## config.mk

```make
export PLATFORM = sky130hd
export DESIGN_NAME = step_sequencer
export DESIGN_NICKNAME = d
export VERILOG_FILES = /design/src/rtl/step_sequencer.sv
export SDC_FILE = /design/constraint.sdc
export NUM_CORES = 1
export LEC_CHECK = 0
export BUFFER_PORTS_ARGS = -buffer_cell sky130_fd_sc_hd__buf_2
export CELL_PAD_IN_SITES_DETAIL_PLACEMENT = 1
export CELL_PAD_IN_SITES_GLOBAL_PLACEMENT = 1
export CORE_UTILIZATION = 34
export DETAILED_ROUTE_END_ITERATION = 12
export HOLD_SLACK_MARGIN = 0.05
export PLACE_DENSITY_LB_ADDON = 0.15
export SLEW_MARGIN = 10
export SYNTH_ARGS = -nofsm -noshare
export SYNTH_HDL_FRONTEND = slang
export SYNTH_SLANG_ARGS = --single-unit
```

## constraint.sdc

```tcl
create_clock -name clock -period 1.3 [get_ports clock]
set_input_delay 0.195 -clock clock [delete_from_list [all_inputs] [get_ports clock]]
set_output_delay 0.195 -clock clock [all_outputs]
set_load 0.005 [all_outputs]
```

## src/rtl/step_sequencer.sv

```systemverilog
// Time-step sequencer and instruction register paired with the control decoder.
// Steps the decoder through T0..T3, latches the instruction byte on request,
// retires instructions on done, and traps halt opcodes and runaway instructions.
//
//   state | meaning
//   ------+-----------------------------------------------------------
//   IDLE  | waiting for run; counter held at 0, decoder strobes ignored
//   RUN   | instruction in progress; counter walks T0..MAX_STEP
//   HALT  | halt opcode retired; sticky until resetn
//   FAULT | instruction ran past MAX_STEP; sticky until resetn
module step_sequencer #(
  parameter logic [7:0] HALT_OPCODE = 8'h76,
  parameter logic [1:0] MAX_STEP    = 2'd3,
  parameter int         COUNT_WIDTH = 16
) (
  input  logic                   clock,
  input  logic                   resetn,
  input  logic                   run,
  input  logic [7:0]             data_in,
  input  logic                   rIR_enable,
  input  logic                   counter_clear,
  input  logic                   done,
  output logic [7:0]             rIR_data,
  output logic [1:0]             counter,
  output logic                   busy,
  output logic                   halted,
  output logic                   fault,
  output logic [COUNT_WIDTH-1:0] instr_count
);

  typedef enum logic [1:0] {
    IDLE  = 2'd0,
    RUN   = 2'd1,
    HALT  = 2'd2,
    FAULT = 2'd3
  } stateT;

  localparam logic [COUNT_WIDTH-1:0] countOne = {{(COUNT_WIDTH-1){1'b0}}, 1'b1};

  stateT                  stateReg, stateNext;
  logic [1:0]             counterReg, counterNext;
  logic [7:0]             irReg, irNext;
  logic [COUNT_WIDTH-1:0] countReg, countNext;
  logic                   busyReg, haltedReg, faultReg;

  // State, step counter, instruction register, retire count and status flags.
  always_ff @(posedge clock or negedge resetn) begin
    if (!resetn) begin
      stateReg   <= IDLE;
      counterReg <= 2'd0;
      irReg      <= 8'h00;
      countReg   <= '0;
      busyReg    <= 1'b0;
      haltedReg  <= 1'b0;
      faultReg   <= 1'b0;
    end else begin
      stateReg   <= stateNext;
      counterReg <= counterNext;
      irReg      <= irNext;
      countReg   <= countNext;
      busyReg    <= (stateNext == RUN);
      haltedReg  <= (stateNext == HALT);
      faultReg   <= (stateNext == FAULT);
    end
  end

  // Next-state logic: done beats counter_clear beats the runaway check.
  // The halt test uses irReg, i.e. the opcode in effect this cycle, so a
  // load coinciding with done does not affect where the instruction goes.
  always_comb begin
    stateNext   = stateReg;
    counterNext = 2'd0;
    countNext   = countReg;
    irNext      = irReg;
    case (stateReg)
      IDLE: begin
        if (run) stateNext = RUN;
      end
      RUN: begin
        if (rIR_enable) irNext = data_in;
        if (done) begin
          countNext = countReg + countOne;
          stateNext = (irReg == HALT_OPCODE) ? HALT : IDLE;
        end else if (counter_clear) begin
          counterNext = 2'd0;
        end else if (counterReg == MAX_STEP) begin
          stateNext = FAULT;
        end else begin
          counterNext = counterReg + 2'd1;
        end
      end
      HALT:    stateNext = HALT;
      FAULT:   stateNext = FAULT;
      default: stateNext = IDLE;
    endcase
  end

  assign rIR_data    = irReg;
  assign counter     = counterReg;
  assign busy        = busyReg;
  assign halted      = haltedReg;
  assign fault       = faultReg;
  assign instr_count = countReg;

endmodule

```

* Word-level counts from Yosys, hierarchy flattened
Cells that the tools add are included.
** Word-level totals
- Flip-flop bits (word level) :: 31
- Output and inout port bits :: 29
- Logic and storage cells :: 30
- Input bits :: 14
** Operators by class
- Add/subtract/negate cells :: 2
- Equality and inequality tests :: 8
- Mux-type cells :: 10
- Reduce and logical (&&, ||, !) cells :: 3
** Operators with widths (number)
- 2-bit 2-to-1 mux :: 9
- 16-bit by 1-bit adder with 16-bit output (second input constant) :: 1
- 2-bit == test (second input constant) :: 5
- 8-bit by 7-bit == test with 1-bit output (second input constant) :: 1
- 2-bit one-hot mux with 4 select lines :: 1
- 2-bit by 1-bit == test with 1-bit output (second input constant) :: 2
- 2-bit AND reduction :: 2
- 2-bit by 1-bit adder with 2-bit output (second input constant) :: 1
- 2-bit logical NOT :: 1

* Logic depth before layout (Yosys ltp)
- Depth in word-level cells :: 6
- Gate-level depth with buffers :: 5
- Gate-level depth less buffers :: 5

* Worst setup path before layout
No wires, ideal clock.
- Path kind :: reg-to-reg
- Start :: register stateReg[0]
- End :: register irReg[0] (netlist: rIR_data[0])
- Arrival time :: 1129 ps
- Setup slack :: 46 ps
- Path buffers :: 0
- Stages on the path, launching flop included :: 4
- Data required time :: 1175 ps
- Setup time :: 125 ps
- Period minus slack after synthesis :: 1254 ps
- Cells stage by stage :: dfrtp_1 -> and2b_2 -> nand2_2 -> mux2_2
** On the way
- Word-level cells in the longest chain between the ends :: 2
** RTL lines
- start: declaration :: line 40 : stateT stateReg, stateNext;
- start signal: assignment :: line 57 : stateReg <= stateNext;
- 2-bit by 1-bit == test with 1-bit output :: line 75 : case (stateReg)
- 2-bit AND reduction (no line)
- end signal: assignment :: line 59 : irReg <= irNext;
- end: declaration :: line 42 : logic [7:0] irReg, irNext;
Every way passes these cells.
A chain may end at the register's enable or synchronous reset.

* Final worst setup path
- Start :: register stateReg[1]
- End :: register countReg[3] (netlist: instr_count[3])
** On the way
- Word-level cells in the longest chain between the ends :: 2
** RTL lines
- 2-bit by 1-bit == test with 1-bit output :: line 75
- 2-bit AND reduction (no line)
- end signal: assignment :: line 60 : countReg <= countNext;
- end: declaration :: line 43 : logic [COUNT_WIDTH-1:0] countReg, countNext;
Every way passes these cells.

==> flow_summary_export.csv <==
group,metric,value,unit
floorplanning,initial_utilization,35.61,%
drt,wirelength,3.066,mm
drt,postRouteAntennaNets,0,
global_route,number_of_antenna_violations_at_the_first_check_in_global_routing,0,
yosys,netlist.area_leader.share,59.50,%
cts,clock_sink_count,31,
cts,htree_levels,2,
timing,finalHoldViolations,0,
cts,cts.root.buffer_cell,"sky130_fd_sc_hd__clkbuf_8",
status,status,"finished clean",
yosys,syn_area_per_cell,12.91,µm²
layout,synthToLayoutAreaGrowth,42.13,%
timing,timing.clock.skew,6.602,ps
yosys,ys_seq_elements,31,
power,cellPowerDensity,1890,nW/µm²
worst_setup_path,critPathArrivalTime,1450,ps
yosys,synth_sequential_area_ratio,59.50,%
layout,layout.cells.most_common,"sky130_fd_sc_hd__buf_2",
worst_setup_path,critPathMaxFanout,4,
timing,max_slew.worst_pin.slew,328.8,ps
global_route,grt_start_max_net_pins,20,
job,timing.max_cap.violations,0,
drt,ratio_of_routed_vias_to_standard_cells,4.732,
yosys,yosysTopAreaCell,"sky130_fd_sc_hd__dfrtp_1",
place,dpl_hpwl,2.247,mm
timing,setup_viol,0,
layout,total_number_of_nets_in_the_final_design,180,
yosys,synth_area,1304,µm²
yosys,ys_async_sr_fraction,100.0,%
place,post_place_instance_area,1647,µm²
global_route,grt_pass1_wl,5.037,mm
worst_setup_path,crit_required,1460,ps
global_route,grt.met1_usage,17.63,%
global_route,overflow,0,
timing,max_freq,774.2,MHz
yosys,largest_cells_by_area_after_synthesis,"sky130_fd_sc_hd__dfrtp_1, sky130_fd_sc_hd__xnor2_1, sky130_fd_sc_hd__mux2_2, sky130_fd_sc_hd__nand2_1, sky130_fd_sc_hd__and3_1",
cts,insertion_delay,290,ps
timing,rsz0062_at_grt,"yes",
floorplanning,floorplan.die.width,63.93,µm
yosys,synth.distinct_cells,24,
drt,drt_first_pass_iters,4,
yosys,synthesis_warning_total,0,
layout,fin_area,1853,µm²
power,finalPower,3.503,mW
floorplanning,die-area,4086,µm²
layout,post_route_cells_drive_above_1_share,50.30,%
drt,vias,1008,
floorplanning,rows,22,
yosys,synth-edff-count,0,
cts,cts.clk_slew.worst_paths,60,ps
floorplanning,design.core.area,3661,µm²
global_route,globalRouteMet3Util,5.536,%
power,peakVddDrop,0.9559,mV
timing,final_period_minus_worst_setup_slack,1292,ps
layout,n_antenna_cell,0,
cts,cts_buffers,5,
power,leakage_power_of_the_design,0.9498,nW
yosys,synth_fp_nets,117,
floorplanning,design.portCount,43,
cts,cts_tree,"built",
worst_setup_path,worst_setup_path_start_kind,"flip-flop",
drt,drt-wirelength-per-cell,14.39,µm
worst_setup_path,worstSetupEndpointType,"flip-flop",
timing,slew_violations,0,
timing,share_of_the_clock_period_used_by_the_worst_path,99.36,%
worst_setup_path,timing.rr.start,"stateReg[1]$_DFF_PN0_",
global_route,gr-max-usage-layer,"met2",
yosys,ys_dominant_reg_cell,"sky130_fd_sc_hd__dfrtp_1",
worst_setup_path,setup.worst_path.class,"reg2reg",
global_route,grt_util_met2,29.92,%
hold_path,timing.hold.worst.class,"in2reg",
global_route,first_global_vias,1118,
cts,cts.path.max_buffers,2,
timing,relSlewSlack,78.08,%
global_route,groute.usage.overall,16.86,%
timing,fin_worst_hold_slack,146.8,ps
layout,most-common-layout-cells,"sky130_fd_sc_hd__buf_2, sky130_fd_sc_hd__dfrtp_1, sky130_fd_sc_hd__xnor2_1",
hold_path,hold_start,"data_in[2]",
drt,route.detailed.drc,0,
worst_setup_path,timing.critical_path.from,"stateReg[1]$_DFF_PN0_",
layout,utilization,50.62,%
place,number_of_i_o_port_buffers,42,
yosys,post_synth_inst_count,101,
floorplanning,die_height,63.93,µm
drt,detail_route.iter0.violations,44,
place,globalplace.congestion,0.7015,
## metrics by stage
| stage | setup TNS, ps | instances | setup WS (ps) |
|---|---|---|---|
| 6_report | 0 | 213 | 8.264 |
| 5_1_grt | -264.0 | 213 | -75.89 |
| 4_1_cts | 0 | 210 | 4.832 |
| 3_5_place_dp | -205.6 | 199 | -36.85 |
| 3_3_place_gp | 0 | 199 | 31.11 |
| 2_1_floorplan | 0 | 101 | 45.87 |
## layer usage
layer / routed length (µm) / vias up
met2: 1633 / 29
met3: 156 / 7
met5: 0 / -
met4: 63 / 0
met1: 1212 / 497
li1: - / 475
## critical path, cell delays in order, from the launching register on
cell	delay [ps]
sky130_fd_sc_hd__dfrtp_1	410
sky130_fd_sc_hd__and2b_2	310
sky130_fd_sc_hd__and2_4	180
sky130_fd_sc_hd__nand4_1	110
sky130_fd_sc_hd__xnor2_1	160
## worst paths after layout
check | to | slack, ps | cells past startpoint
worst max-delay path | instr_count[3]$_DFFE_PN0P_ | 8 | 4
worst min-delay path | rIR_data[2]$_DFFE_PN0P_ | 150 | 2
worst max register to register | instr_count[3]$_DFFE_PN0P_ | 8 | 4
worst min register to register | instr_count[12]$_DFFE_PN0P_ | 480 | 1
max in group asynchronous | instr_count[3]$_DFFE_PN0P_ | 550 | 3
min in group asynchronous | instr_count[9]$_DFFE_PN0P_ | 330 | 2
## report_power, final
| part | switching (mW) | total, mW | internal, mW | leakage (nW) |
|---|---|---|---|---|
| clock network | 0.340 | 0.715 | 0.375 | 0.0422 |
| logic | 0.566 | 1.33 | 0.767 | 0.508 |
| registers | 0.218 | 1.45 | 1.24 | 0.400 |
| total | 1.12 | 3.50 | 2.38 | 0.950 |
## cell families (layout without fill, tap and decap cells)
logic type                 count (synthesis)  after routing  share of synthesized area [%]
xor gates and xnor gates                  15             15                          10.08
AOI/OAI and AO/OA                          2              2                          1.535
and+or+nand+nor                           41             41                          19.48
adders and majority gates                  2              2                          1.919
buffers and inverters                      2             66                         0.5760
DFF                                       31             31                          59.50
muxes                                      8              8                          6.910
## what timing repair did
action	in CTS	in global routing
setup endpoints to repair	10	17
hold buffers	1	0
endpoints found under the hold margin	12	0
pin swaps	2	5
gates resized for setup	2	16
buffers inserted	2	3
## flip-flops by register name (all words and copies together) (netlist names)
register and flops:
instr_count 16, rIR_data 8, counter 2, stateReg 2, busy 1, fault 1, halted 1
## cells in the mapped netlist, types with 2 or more instances
master,instances
sky130_fd_sc_hd__ha_1,2
sky130_fd_sc_hd__nand4_1,5
sky130_fd_sc_hd__nor2_1,4
sky130_fd_sc_hd__nand2_1,10
sky130_fd_sc_hd__xor2_1,2
sky130_fd_sc_hd__nor2_4,2
sky130_fd_sc_hd__mux2_2,8
sky130_fd_sc_hd__xnor2_1,13
sky130_fd_sc_hd__dfrtp_1,31
sky130_fd_sc_hd__and3_1,5
sky130_fd_sc_hd__nand3_1,4
sky130_fd_sc_hd__inv_1,2
sky130_fd_sc_hd__nor3_1,2
## area by class of cell
cell class,count,area (µm²)
multi-input combinational,68,594.3
tap,48,60.06
inverter,2,7.507
timing repair buffer,56,334.1
clock inverter,1,5.005
fill,398,1808
sequential,31,775.7
clock buffer,7,76.32
(Power assumes the default switching activity.)
